[config.mk]
export PLATFORM = sky130hd
export DESIGN_NAME = adder_axil_driver
export DESIGN_NICKNAME = d
export VERILOG_FILES = /design/src/rtl/adder_axil_driver.sv
export SDC_FILE = /design/constraint.sdc
export NUM_CORES = 1
export LEC_CHECK = 0
export ABC_AREA = 1
export BUFFER_PORTS_ARGS = -buffer_cell sky130_fd_sc_hd__buf_2
export CORE_ASPECT_RATIO = 1.5
export CORE_UTILIZATION = 35
export DETAILED_ROUTE_END_ITERATION = 10
export PLACE_DENSITY_LB_ADDON = 0.05
export SLEW_MARGIN = 0
export SYNTH_ARGS = -nofsm -noshare
export SYNTH_HDL_FRONTEND = slang
export SYNTH_SLANG_ARGS = --single-unit
[constraint.sdc]
create_clock -name ACLK -period 2.4 [get_ports ACLK]
set_input_delay 0.12 -clock ACLK [delete_from_list [all_inputs] [get_ports ACLK]]
set_output_delay 0.12 -clock ACLK [all_outputs]
set_load 0.005 [all_outputs]
[src/rtl/adder_axil_driver.sv]
// AXI4-Lite master that runs one adder operation end to end:
// write R0, R1, CTRL(start), poll STATUS until done, read RESULT, then return it.
module adder_axil_driver #(
    parameter int unsigned           ADDR_WIDTH = 32,
    parameter int unsigned           DATA_WIDTH = 32,
    parameter logic [ADDR_WIDTH-1:0] BASE_ADDR  = '0,
    parameter int unsigned           POLL_LIMIT = 1024
) (
    input  logic                    ACLK,
    input  logic                    ARSTn,
    input  logic                    i_req_valid,
    output logic                    o_req_ready,
    input  logic [DATA_WIDTH-1:0]   i_req_a,
    input  logic [DATA_WIDTH-1:0]   i_req_b,
    input  logic                    i_req_op,
    output logic                    o_rsp_valid,
    input  logic                    i_rsp_ready,
    output logic [DATA_WIDTH-1:0]   o_rsp_result,
    output logic                    o_rsp_err,
    output logic [ADDR_WIDTH-1:0]   M_AXI_AWADDR,
    output logic                    M_AXI_AWVALID,
    input  logic                    M_AXI_AWREADY,
    output logic [DATA_WIDTH-1:0]   M_AXI_WDATA,
    output logic [3:0]              M_AXI_WSTRB,
    output logic                    M_AXI_WVALID,
    input  logic                    M_AXI_WREADY,
    input  logic [1:0]              M_AXI_BRESP,
    input  logic                    M_AXI_BVALID,
    output logic                    M_AXI_BREADY,
    output logic [ADDR_WIDTH-1:0]   M_AXI_ARADDR,
    output logic                    M_AXI_ARVALID,
    input  logic                    M_AXI_ARREADY,
    input  logic [DATA_WIDTH-1:0]   M_AXI_RDATA,
    input  logic [1:0]              M_AXI_RRESP,
    input  logic                    M_AXI_RVALID,
    output logic                    M_AXI_RREADY,
    output logic [2:0]              M_AXI_AWPROT,
    output logic [2:0]              M_AXI_ARPROT
);
    localparam int unsigned CW = $clog2(POLL_LIMIT + 1);
    localparam logic [ADDR_WIDTH-1:0] ADDR_R0   = ADDR_WIDTH'(BASE_ADDR + ADDR_WIDTH'(32'h00));
    localparam logic [ADDR_WIDTH-1:0] ADDR_R1   = ADDR_WIDTH'(BASE_ADDR + ADDR_WIDTH'(32'h04));
    localparam logic [ADDR_WIDTH-1:0] ADDR_CTRL = ADDR_WIDTH'(BASE_ADDR + ADDR_WIDTH'(32'h08));
    localparam logic [ADDR_WIDTH-1:0] ADDR_STAT = ADDR_WIDTH'(BASE_ADDR + ADDR_WIDTH'(32'h0C));
    localparam logic [ADDR_WIDTH-1:0] ADDR_RES  = ADDR_WIDTH'(BASE_ADDR + ADDR_WIDTH'(32'h10));

    typedef enum logic [2:0] {
        IDLE, WR_R0, WR_R1, WR_CTRL, RD_STAT, RD_RES, RESP
    } state_t;

    state_t                state_q, state_d;
    logic [DATA_WIDTH-1:0] a_q, a_d, b_q, b_d;
    logic                  op_q, op_d;
    logic [CW-1:0]         poll_q, poll_d;
    logic                  aw_done_q, aw_done_d, w_done_q, w_done_d, ar_done_q, ar_done_d;
    logic                  awvalid_q, awvalid_d, wvalid_q, wvalid_d, bready_q, bready_d;
    logic                  arvalid_q, arvalid_d, rready_q, rready_d;
    logic [ADDR_WIDTH-1:0] awaddr_q, awaddr_d, araddr_q, araddr_d;
    logic [DATA_WIDTH-1:0] wdata_q, wdata_d, result_q, result_d;
    logic                  req_ready_q, req_ready_d, rsp_valid_q, rsp_valid_d, err_q, err_d;
    logic                  b_hs, r_hs, fail;

    assign b_hs = bready_q & M_AXI_BVALID;
    assign r_hs = rready_q & M_AXI_RVALID;

    // Next-state and next-output logic; every register has its hold value as default.
    always_comb begin
        state_d     = state_q;
        a_d         = a_q;
        b_d         = b_q;
        op_d        = op_q;
        poll_d      = poll_q;
        awaddr_d    = awaddr_q;
        wdata_d     = wdata_q;
        araddr_d    = araddr_q;
        result_d    = result_q;
        err_d       = err_q;
        rsp_valid_d = rsp_valid_q;
        fail        = 1'b0;
        // Per-channel handshake tracking shared by all write and read states.
        aw_done_d   = aw_done_q | (awvalid_q & M_AXI_AWREADY);
        w_done_d    = w_done_q  | (wvalid_q  & M_AXI_WREADY);
        ar_done_d   = ar_done_q | (arvalid_q & M_AXI_ARREADY);
        awvalid_d   = awvalid_q & ~M_AXI_AWREADY;
        wvalid_d    = wvalid_q  & ~M_AXI_WREADY;
        arvalid_d   = arvalid_q & ~M_AXI_ARREADY;
        bready_d    = aw_done_d & w_done_d & ~b_hs;
        rready_d    = ar_done_d & ~r_hs;
        if (b_hs) begin
            aw_done_d = 1'b0;
            w_done_d  = 1'b0;
        end
        if (r_hs) begin
            ar_done_d = 1'b0;
        end

        case (state_q)
            IDLE: begin
                if (i_req_valid && req_ready_q) begin
                    a_d       = i_req_a;
                    b_d       = i_req_b;
                    op_d      = i_req_op;
                    state_d   = WR_R0;
                    awvalid_d = 1'b1;
                    wvalid_d  = 1'b1;
                    awaddr_d  = ADDR_R0;
                    wdata_d   = i_req_a;
                end
            end
            WR_R0, WR_R1, WR_CTRL: begin
                if (b_hs) begin
                    if (M_AXI_BRESP != 2'b00) begin
                        fail = 1'b1;
                    end else if (state_q == WR_CTRL) begin
                        state_d   = RD_STAT;
                        arvalid_d = 1'b1;
                        araddr_d  = ADDR_STAT;
                    end else begin
                        state_d   = (state_q == WR_R0) ? WR_R1 : WR_CTRL;
                        awvalid_d = 1'b1;
                        wvalid_d  = 1'b1;
                        awaddr_d  = (state_q == WR_R0) ? ADDR_R1 : ADDR_CTRL;
                        wdata_d   = (state_q == WR_R0) ? b_q
                                  : {{(DATA_WIDTH-2){1'b0}}, op_q, 1'b1};
                    end
                end
            end
            RD_STAT: begin
                if (r_hs) begin
                    if (M_AXI_RRESP != 2'b00) begin
                        fail = 1'b1;
                    end else if (M_AXI_RDATA[0]) begin
                        state_d   = RD_RES;
                        arvalid_d = 1'b1;
                        araddr_d  = ADDR_RES;
                    end else begin
                        poll_d = poll_q + CW'(1);
                        if (poll_d == CW'(POLL_LIMIT)) begin
                            fail = 1'b1;
                        end else begin
                            arvalid_d = 1'b1;
                        end
                    end
                end
            end
            RD_RES: begin
                if (r_hs) begin
                    if (M_AXI_RRESP != 2'b00) begin
                        fail = 1'b1;
                    end else begin
                        state_d     = RESP;
                        result_d    = M_AXI_RDATA;
                        err_d       = 1'b0;
                        rsp_valid_d = 1'b1;
                    end
                end
            end
            RESP: begin
                if (rsp_valid_q && i_rsp_ready) begin
                    state_d     = IDLE;
                    rsp_valid_d = 1'b0;
                    poll_d      = '0;
                end
            end
            default: state_d = IDLE;
        endcase

        // Bus error or poll timeout: report and issue nothing further.
        if (fail) begin
            state_d     = RESP;
            result_d    = '0;
            err_d       = 1'b1;
            rsp_valid_d = 1'b1;
        end
        req_ready_d = (state_d == IDLE);
    end

    always_ff @(posedge ACLK or negedge ARSTn) begin
        if (!ARSTn) begin
            state_q     <= IDLE;
            a_q         <= '0;
            b_q         <= '0;
            op_q        <= 1'b0;
            poll_q      <= '0;
            aw_done_q   <= 1'b0;
            w_done_q    <= 1'b0;
            ar_done_q   <= 1'b0;
            awvalid_q   <= 1'b0;
            wvalid_q    <= 1'b0;
            bready_q    <= 1'b0;
            arvalid_q   <= 1'b0;
            rready_q    <= 1'b0;
            awaddr_q    <= '0;
            wdata_q     <= '0;
            araddr_q    <= '0;
            result_q    <= '0;
            err_q       <= 1'b0;
            req_ready_q <= 1'b0;
            rsp_valid_q <= 1'b0;
        end else begin
            state_q     <= state_d;
            a_q         <= a_d;
            b_q         <= b_d;
            op_q        <= op_d;
            poll_q      <= poll_d;
            aw_done_q   <= aw_done_d;
            w_done_q    <= w_done_d;
            ar_done_q   <= ar_done_d;
            awvalid_q   <= awvalid_d;
            wvalid_q    <= wvalid_d;
            bready_q    <= bready_d;
            arvalid_q   <= arvalid_d;
            rready_q    <= rready_d;
            awaddr_q    <= awaddr_d;
            wdata_q     <= wdata_d;
            araddr_q    <= araddr_d;
            result_q    <= result_d;
            err_q       <= err_d;
            req_ready_q <= req_ready_d;
            rsp_valid_q <= rsp_valid_d;
        end
    end

    assign o_req_ready   = req_ready_q;
    assign o_rsp_valid   = rsp_valid_q;
    assign o_rsp_result  = result_q;
    assign o_rsp_err     = err_q;
    assign M_AXI_AWADDR  = awaddr_q;
    assign M_AXI_AWVALID = awvalid_q;
    assign M_AXI_WDATA   = wdata_q;
    assign M_AXI_WSTRB   = 4'hF;
    assign M_AXI_WVALID  = wvalid_q;
    assign M_AXI_BREADY  = bready_q;
    assign M_AXI_ARADDR  = araddr_q;
    assign M_AXI_ARVALID = arvalid_q;
    assign M_AXI_RREADY  = rready_q;
    assign M_AXI_AWPROT  = 3'b000;
    assign M_AXI_ARPROT  = 3'b000;

endmodule

==> impl_results.md, run 1 <==
* Antenna violations before repair at 1
* Fillers at 1618
* Drt via density at 4.53
* Max VDD drop at 0.496 mV
* Layout area overhead at 39.9%
* Fin area at 8450 um2
* Area of the multi-input gates at 2340 um2
* Port buffer count at 186
* Commonest register cell after synthesis: dfrtp_1
* Cell Pwr Density at 1020 nW/um2
* Largest net degree at the start of global routing at 61
* Synth area leaders: dfrtp_1, nand2_1, buf_4
* Core ar. at 16800 um2
* HP Class: input pin to register
* Top delay family on crit path: simple AND/OR/NAND/NOR gates
* CTS Buffer Depth at 2
* Fin nets at 1045
* Die extent in x at 109 um
* H-tree depth at 4
* Syn avg cell area at 9.26 um2
* Yosys top cell by area: dfrtp_1
* Critical path startpoint: poll_q[0]$_DFFE_PN0P_
* Skew-Pair Late Insertion Delay at 0.41 ns
* Post-CTS setup buffer count at 0
* Post-Syn Instances at 653
* Outcome: complete, no violations
* Initial core utilization at 0.359
* Setup violators final at 0
* Die area at 17800 um2
* Startpoint types: register
* Most frequent CP cell: nand2_1
* Unrepaired setup endpoints after global routing: false
* Post-Synthesis Cell Area at 6040 um2
* Number of clock sinks at 125
* First-pass GRT wire length at 25500 um
* Async set-reset flop share out of synthesis at 1.00
* Critical path peak fanout at 32
* Worst hold start: i_req_a[28]
* Slew at the pin closest to its max-slew limit at 0.801 ns
* Crit share post-route at 0.872
* RR Startpoint: poll_q[0]$_DFFE_PN0P_
* Yosys cell types at 35
* #FFs+latches synth at 125
* Die Ht at 163 um
* Number of global-route vias before repair at 5219
* Seq. cell area at 3130 um2
* Crit. path cell count at 13
* Kind of critical path: register to register
* Max-Cap Viols at 0
* Total GRT Usage at 0.184
* CP cell instances: ha_1, nand3_2, nor2_2, nand2_1, nand2_1, nand2_1, nor2_1, nand3_1, nand2_1, nand2_2, nand2_4, buf_12, a21oi_1
* Synth top area share at 0.517
* HPWL Detailed at 11000 um
* Setup ws final at 0.307 ns
* Total power at 8590 uW
* Arr. time, crit path at 2.38 ns
* Hold Vio Cnt, Final at 0
* Max incr delay on CP at 0.44 ns
* Post-route setup TNS at 0 ns
* Clk_skew at 0.0105 ns
* Data required, critical path at 2.69 ns
* Initial DRT Pass Iterations at 4
* WL per Instance at 13.9 um
* Drt drc at 0
* Number of synthesized flops with an enable pin at 0
* I/O Pins at 256
* Slowest-stage cell, CP: dfrtp_1
* Post-route minimum period at 2.09 ns
* Via count at 5243
* GP Congestion at 0.786
* Iter 0 DRT Violations at 209
* Part of the Yosys area used for sequential elements at 0.517
* Grt ovf at 0
* Routed wire length at 16100 um
* F_max at 0.478 GHz
* Clock transition at path regs at 0.06 ns
* Hold path depth at 3
* Slew Viols, Final at 0
* Static Leak at 0.00431 uW
* Worst relative slew slack at 0.466
* Inserted Clock Buffers at 17
* R2R cell count at 13
* Share of cells above drive strength 1 at 0.310
* YS warnings at 0
* CP Buf/Inv Count at 1
* Critical Path Sink Type: register
* Place WS at 0.317 ns
* # rows at 58
* DRT antenna net count at 0
* Root buffer cell: clkbuf_16
* CTS tree: built
* Area post-placement at 6990 um2
-- per-layer routing --
metal,share of wire,vias to the layer above,track usage
li1,-,2573,-
met1,0.42,2484,0.227
met2,0.51,169,0.310
met3,0.061,17,0.0472
met4,0.013,0,0.0570
met5,0,-,0
-- sequential cells by signal (all words and copies together), names as in the netlist --
register	flops
M_AXI_AWVALID	1
o_rsp_valid	1
M_AXI_ARVALID	1
o_rsp_err	1
M_AXI_ARADDR	2
o_req_ready	1
o_rsp_result	32
M_AXI_WVALID	1
ar_done_q	1
poll_q	11
b_q	32
M_AXI_AWADDR	2
w_done_q	1
M_AXI_BREADY	1
op_q	1
aw_done_q	1
M_AXI_WDATA	32
state_q	3
-- worst paths after layout --
path                                                end  slack (ns)
max                        o_rsp_result[31]$_DFFE_PN0P_        0.31
min in group asynchronous   M_AXI_WDATA[14]$_DFFE_PN0P_        0.33
min                         M_AXI_WDATA[28]$_DFFE_PN0P_        0.02
max reg2reg                o_rsp_result[31]$_DFFE_PN0P_        0.31
min reg2reg                  M_AXI_WDATA[8]$_DFFE_PN0P_        0.48
max in group asynchronous            b_q[3]$_DFFE_PN0P_        1.29
-- cells in the mapped netlist, types with 3 or more instances --
master and instances:
nand3_1 13, a21oi_2 20, a22oi_1 22, a21oi_1 30
o22ai_1 18, nand2_1 146, nand4_1 7, o21ai_0 34
nor2_1 42, nor2_2 4, buf_6 3, mux2_2 25
dfrtp_1 125, buf_4 70, inv_1 42, clkbuf_1 15
nor3_1 4, buf_2 8
-- placed cells by master (no fill, tap or decap), types with 4 or more instances in the layout --
cell type and n:
dlygate4sd3_1 90, nor3_1 4, mux2_2 25, a21oi_2 20
nand2_1 146, inv_6 4, a22oi_1 22, o22ai_1 18
nor2_2 4, dfrtp_1 125, a21oi_1 30, clkinv_2 4
nor2_1 42, nand4_1 7, nand3_1 13, inv_1 42
conb_1 69, clkbuf_16 17, o21ai_0 34, buf_2 185
buf_4 13
-- cells by family after synthesis --
group / count (synthesis) / share of synthesized area
AND/OR/NAND/NOR: 226 / 0.156
buffers and inverters: 142 / 0.137
AO/OA/AOI/OAI: 130 / 0.136
flip-flops: 125 / 0.517
multiplexers: 25 / 0.0466
adder cells (fa/ha/maj): 2 / 0.00414
other: 2 / 0.00124
XOR/XNOR: 1 / 0.00145
-- worst min-delay path: cells and delay by family --
family / cells / cell delay (ns)
AO/OA/AOI/OAI: 2 / 0.19
buffers and inverters: 1 / 0.08
-- metrics by stage --
step	std cells	util	hold slack (ns)
global route	1156	0.502	0.0177
CTS	1156	0.502	0.000964
detailed placement	1034	0.415	0.269
global placement	1034	0.415	0.259
floorplan	720	-	-0.176
finish	1157	0.502	0.0180
-- timing repair --
action,4_1_cts,5_1_grt
endpoints found under the hold margin,147,0
resized for setup,0,0
hold buffers,90,0
-- power breakdown --
group	internal, uW	leakage [uW]	switching [uW]	total (uW)
logic	1270	0.00245	1490	2760
clock network	1440	0.000276	1020	2460
registers	2890	0.00158	472	3360
total	5610	0.00431	2980	8590
-- cell type report --
class                      instances  share of cell area
clock buffer                      17              0.0503
multi-input combinational        453               0.277
antenna                            1            0.000296
inverter                          45              0.0200
clock inverter                    15              0.0163
tap                              210              0.0311
timing repair buffer             291               0.235
sequential                       125               0.370
Note: power is estimated with default switching activity, not from simulation.
==> run 2, diff against run 1 <==
BUFFER_PORTS_ARGS = unset   (was -buffer_cell sky130_fd_sc_hd__buf_2)
DONT_BUFFER_PORTS = 1   (was unset)
clock period = 2 ns   (was 2.4 ns; I/O delays follow)
==> impl_results.md, run 2 (synthesis results as in run 1) <==
* Hold Vio Cnt, Final at 125 (+125)
* Critical Path Sink Type: register
* Max-Cap Viols at 0 (unchanged)
* Top layer used by detailed routing: met4
* Number of clock sinks at 125 (unchanged)
* Failing checks: hold timing
* Largest net degree at the start of global routing at 126 (+110%)
* Iter 0 DRT Violations at 228 (+9.1%)
* Crit share post-route at 0.977 (+0.104)
* Die area at 17800 um2 (unchanged)
* Die Ht at 163 um (unchanged)
* Via count at 4667 (-11%)
* Fin area at 8010 um2 (-5.2%)
* CTS Buffer Depth at 2 (unchanged)
* Max VDD drop at 0.738 mV (+49%)
* Initial DRT Pass Iterations at 6 (+2)
* Slew at the pin closest to its max-slew limit at 0.791 ns (-0.0102 ns)
* Setup violators final at 0 (unchanged)
* Inserted Clock Buffers at 17 (unchanged)
* Static Leak at 0.00369 uW (-14%)
* Number of global-route vias before repair at 4783 (-8.4%)
* Drt via density at 4.67 (+3.0%)
* Arr. time, crit path at 2.25 ns (-0.13 ns)
* Core Util, Final at 0.476 (-0.0262)
* Layout area overhead at 32.6%
* HP Class: input pin to asynchronous set/reset pin
* Initial core utilization at 0.359 (unchanged)
* Drt drc at 0 (unchanged)
* Met2 wire length at 8400 um (+3.1%)
* Worst relative slew slack at 0.459 (-0.00684)
* Number of hold buffers added after cts at 102 (+13%)
* # rows at 58 (unchanged)
* Leading cell types in the layout, fill and taps excluded: nand2_1, dfrtp_1, dlygate4sd3_1, conb_1
* Fin nets at 889 (-15%)
* I/O Pins at 256 (unchanged)
* Fillers at 1569 (-3.0%)
* Routed wl met3 at 1140 um (+16%)
* Root buffer cell: clkbuf_16
* Post-route minimum period at 1.95 ns (-0.140 ns)
* Non-Filler Instances at 1000 (-14%)
* Hold slack at -0.611 ns (-0.629 ns)
* Routed wire length at 15700 um (-2.5%)
* Share of cells above drive strength 1 at 0.180 (-0.130)
* HPWL Detailed at 10500 um (-4.6%)
* GP Congestion at 0.804 (+2.4%)
* Unrepaired setup endpoints after global routing: true
* CTS tree: built
* Die extent in x at 109 um (unchanged)
* Most common cell after layout, fill and taps aside: nand2_1
* Grt ovf at 0 (unchanged)
* Core ar. at 16800 um2 (unchanged)
* DRT met1 WL at 6030 um (-11%)
* H-tree depth at 4 (unchanged)
* Critical path peak fanout at 8 (-75%)
* Total power at 10500 uW (+22%)
* Cell Pwr Density at 1310 nW/um2 (+29%)
* Antenna violations before repair at 0 (-1)
* Data required, critical path at 2.30 ns (-0.39 ns)
* DRT antenna net count at 0 (unchanged)
* WL per Instance at 15.7 um (+13%)
* Clk_skew at 0.0115 ns (+0.00104 ns)
* Startpoint types: register
* Skew-Pair Late Insertion Delay at 0.41 ns (about the same)
* First-pass GRT wire length at 23900 um (-6.2%)
* Kind of critical path: register to register
* Placed Cells at 856 (-17%)
* F_max at 0.512 GHz (+7.2%)
* Outcome: complete, but fails checks
* Clock transition at path regs at 0.06 ns (about the same)
* Port buffer count at 0 (-100%)
* Number of inserted diodes at 0 (-1)
* Total GRT Usage at 0.176 (-0.00768)
* Area post-placement at 6110 um2 (-12%)
* Slew Viols, Final at 0 (unchanged)
-- run 2: worst paths after layout --
kind	startpoint	to	slack (ns)	cells after the start
min reg2reg	b_q[8]$_DFFE_PN0P_	b_q[8]$_DFFE_PN0P_	0.51	1
max reg2reg	poll_q[1]$_DFFE_PN0P_	o_rsp_result[30]$_DFFE_PN0P_	0.05	13
max	poll_q[1]$_DFFE_PN0P_	o_rsp_result[30]$_DFFE_PN0P_	0.05	13
max in group asynchronous	ARSTn	poll_q[2]$_DFFE_PN0P_	2.36	0
min in group ACLK	M_AXI_WREADY	w_done_q$_DFF_PN0_	0.03	3
min	ARSTn	b_q[14]$_DFFE_PN0P_	-0.61	0
-- run 2: critical path, cell delays in order (launching register included) --
cell and delay [ns]:
dfrtp_1 0.42, buf_6 0.14, nand3_2 0.10, nor2_2 0.15, nand2_1 0.07, nand2_1 0.14, nand2_1 0.08, nor2_1 0.10
nand3_1 0.11, nand2_2 0.09, nand2_4 0.09, nand2_8 0.15, clkbuf_16 0.18, a21oi_2 0.04
-- run 2: metal layers --
layer / up-vias / GRT usage
met1: 2216 / 0.191
met2: 173 / 0.316
li1: 2265 / -
met3: 13 / 0.0608
met5: - / 0
met4: 0 / 0.0515
-- run 2: final cells by class --
class                      instances  area, um2  share of cell area
sequential                       125       3130               0.390
multi-input combinational        454       2470               0.309
timing repair buffer             134       1340               0.168
clock buffer                      20        447              0.0557
tap                              210        263              0.0328
clock inverter                    12        186              0.0233
inverter                          45        173              0.0215
-- run 2: stage by stage --
stage,setup TNS (ns),setup slack (ns)
final,0,0.0469
after global routing,-0.822,-0.0500
after CTS,0,0.0294
after detailed placement,0,0.0388
after global placement,0,0.0779
after floorplan,0,0.190
-- run 2: where the power goes --
part	switching, uW	total, uW	leakage (uW)	internal [uW]
logic	1600	3010	0.00182	1410
clock network	1160	3290	0.000297	2130
registers	714	4190	0.00157	3480
total	3470	10500	0.00369	7020
-- run 2: what timing repair did --
| item | 4_1_cts | 5_1_grt |
|---|---|---|
| setup buffers | 0 | 8 |
| gates resized for setup | 0 | 34 |
| endpoints found under the setup margin | 0 | 57 |
| endpoints found under the hold margin | 228 | 125 |
==> run 3, diff against run 2 <==
ABC_AREA = unset   (was 1)
CTS_CLUSTER_DIAMETER = 200   (was unset)
==> impl_results.md, run 3 <==
* Grt peak-use layer: met2
* YS warnings at 0 (unchanged)
* Largest net degree at the start of global routing at 126 (unchanged)
* Layout area overhead at 35.6%
* Via count at 4736 (+1.5%)
* Critical path peak fanout at 6 (-2)
* Hold Vio Cnt, Final at 125 (unchanged)
* Core Util, Final at 0.484 (+0.00810)
* I/O Pins at 256 (unchanged)
* Setup violators final at 0 (unchanged)
* Syn avg cell area at 10.6 um2 (+14%)
* H-tree depth at 4 (unchanged)
* Synth area leaders: dfrtp_1, buf_4, mux2i_1
* Share of cells above drive strength 1 at 0.220 (+0.0400)
* Static Leak at 0.00377 uW (+2.3%)
* CP Buf/Inv Count at 0 (-2)
* Async set-reset flop share out of synthesis at 1.00 (unchanged)
* F_max at 0.501 GHz (-2.1%)
* DRT antenna net count at 0 (unchanged)
* Met1 usage at 0.192 (+0.000919)
* Max VDD drop at 0.611 mV (-17%)
* CP cell instances: ha_4, and4bb_2, a221o_1, a21boi_2, and4_4, or3_1
* R2R cell count at 6 (-7)
* Core ar. at 17300 um2 (+3.0%)
* Critical Path Sink Type: register
* Yosys top cell by area: dfrtp_1
* Synth cell count leaders: dfrtp_1, buf_4, nand2_1
* Number of synthesized flops with an enable pin at 0 (unchanged)
* Cell Pwr Density at 1060 nW/um2 (-19%)
* Grt ovf at 0 (unchanged)
* Iter 0 DRT Violations at 176 (-23%)
* HP Class: input pin to asynchronous set/reset pin
* Reg-to-Reg End: o_rsp_valid$_DFFE_PN0P_
* Number of inserted diodes at 0 (unchanged)
* Routed wire length at 16400 um (+4.4%)
* Antenna violations before repair at 0 (unchanged)
* Most common cell in the synthesized netlist: dfrtp_1
* First-pass GRT wire length at 25000 um (+4.5%)
* Arr. time, crit path at 2.29 ns (+0.04 ns)
* Die Ht at 165 um (+1.2%)
* Startpoint types: register
* R2r setup slk at 0.005 ns (-0.04 ns)
* Commonest register cell after synthesis: dfrtp_1
* Post-route setup TNS at 0 ns (unchanged)
* Fin nets at 827 (-7.0%)
* Outcome: complete, but fails checks
* Die area at 18200 um2 (+2.4%)
* Most common cell after layout, fill and taps aside: dfrtp_1
* Max incr delay on CP at 0.45 ns (+0.03 ns)
* Yosys cell types at 54 (+54%)
* Hold slack at -0.621 ns (-0.0104 ns)
* HPWL Detailed at 10800 um (+3.3%)
* Met2 usage at 0.321 (+0.00454)
* Number of clock sinks at 125 (unchanged)
* Post-route minimum period at 2.00 ns (+0.0422 ns)
* Port buffer count at 0 (unchanged)
* Kind of critical path: register to register
* Data required, critical path at 2.29 ns (about the same)
* Slowest-stage cell, CP: dfrtp_2
* Inserted Clock Buffers at 17 (unchanged)
* Slew Viols, Final at 0 (unchanged)
* Drt via density at 5.03 (+7.8%)
* Part of the Yosys area used for sequential elements at 0.505 (-0.0124)
* Number of global-route vias before repair at 4692 (-1.9%)
* Drt drc at 0 (unchanged)
* Max-Cap Viols at 0 (unchanged)
* Critical path startpoint: poll_q[0]$_DFFE_PN0P_
* Synth top area share at 0.505 (-0.0124)
* Unrepaired setup endpoints after global routing: true
* Initial core utilization at 0.357 (-0.00201)
* Clk_skew at 0.00953 ns (-0.00200 ns)
* GP Congestion at 0.776 (-3.5%)
* CTS Buffer Depth at 2 (unchanged)
* Post-Synthesis Cell Area at 6190 um2 (+2.5%)
* Clock transition at path regs at 0.06 ns (about the same)
* #FFs+latches synth at 125 (unchanged)
* CTS tree: built
* Initial DRT Pass Iterations at 4 (-2)
* Total GRT Usage at 0.174 (-0.00168)
* Total power at 8940 uW (-15%)
* WL per Instance at 17.4 um (+11%)
* Top delay family on crit path: simple AND/OR/NAND/NOR gates
* Crit share post-route at 0.998 (+0.0211)
* Leading cell types in the layout, fill and taps excluded: dfrtp_1, dlygate4sd3_1, conb_1, nand2_1, nor2_1
* Die extent in x at 111 um (+1.2%)
* Fillers at 1583 (+0.89%)
* Failing checks: hold timing
* Skew-Pair Late Insertion Delay at 0.41 ns (about the same)
* Root buffer cell: clkbuf_16
* # rows at 59 (+1.7%)
* Post-Syn Instances at 587 (-10%)
* RR Startpoint: poll_q[0]$_DFFE_PN0P_
* M3 GR Usage at 0.0484 (-0.0124)
[run 3: worst max path at each step]
stage | to | slack [ns] | cells past startpoint
after global placement | o_rsp_valid$_DFFE_PN0P_ | 0.02 | 6
after CTS | o_rsp_valid$_DFFE_PN0P_ | 0.001 | 6
after global routing | o_rsp_valid$_DFFE_PN0P_ | -0.07 | 6
after detailed placement | o_rsp_valid$_DFFE_PN0P_ | -0.02 | 6
after floorplan | o_rsp_valid$_DFFE_PN0P_ | -0.08 | 8
final | o_rsp_valid$_DFFE_PN0P_ | 0.005 | 6
[run 3: cell families after synthesis]
group | share of synthesized area
adder cells (fa/ha/maj) | 0.00404
buffers and inverters | 0.127
AO/OA/AOI/OAI | 0.110
other | 0.00121
flip-flops | 0.505
XOR/XNOR | 0.00707
AND/OR/NAND/NOR | 0.136
multiplexers | 0.109
[run 3: stage by stage]
stage,std cells,setup WS [ns],area (um2)
4_1_cts,933,0.00130,8190
5_1_grt,941,-0.0684,8400
3_3_place_gp,796,0.0219,6560
2_1_floorplan,654,-0.0808,6600
6_report,941,0.00479,8400
3_5_place_dp,796,-0.0180,6560
[run 3: where the power goes]
part	switching, uW	internal, uW
clock	1190	1780
combinational	985	1170
sequential	547	3260
total	2720	6210
[run 3: area by class of cell]
cell class	count	area, um2	share of cell area
repair buffers	152	1560	0.185
well taps	213	267	0.0317
flip-flops and latches	125	3130	0.373
clock inverters	12	115	0.0137
multi-input cells	407	2830	0.337
inverters	12	45.0	0.00536
clock buffers	20	457	0.0544
[run 3: layer usage]
layer  vias to the layer above  part of all wire
met5                         -                 0
met4                         0             0.012
met3                        13             0.050
met2                       155              0.56
met1                      2388              0.38
li1                       2180                 -
[run 3: worst reg2reg max path, cell delays in order, from the launching register on]
cell and delay, ns:
dfrtp_2 0.45, ha_4 0.20, and4bb_2 0.22, a221o_1 0.34, a21boi_2 0.17, and4_4 0.19
or3_1 0.31
[run 3: timing repair]
action	in CTS	in global routing
endpoints found under the setup margin	5	97
gates resized for setup	2	20
pin swaps	1	14
cloned	0	3
hold buffers	104	1
buffers inserted	1	4
hold endpoints to repair	231	126
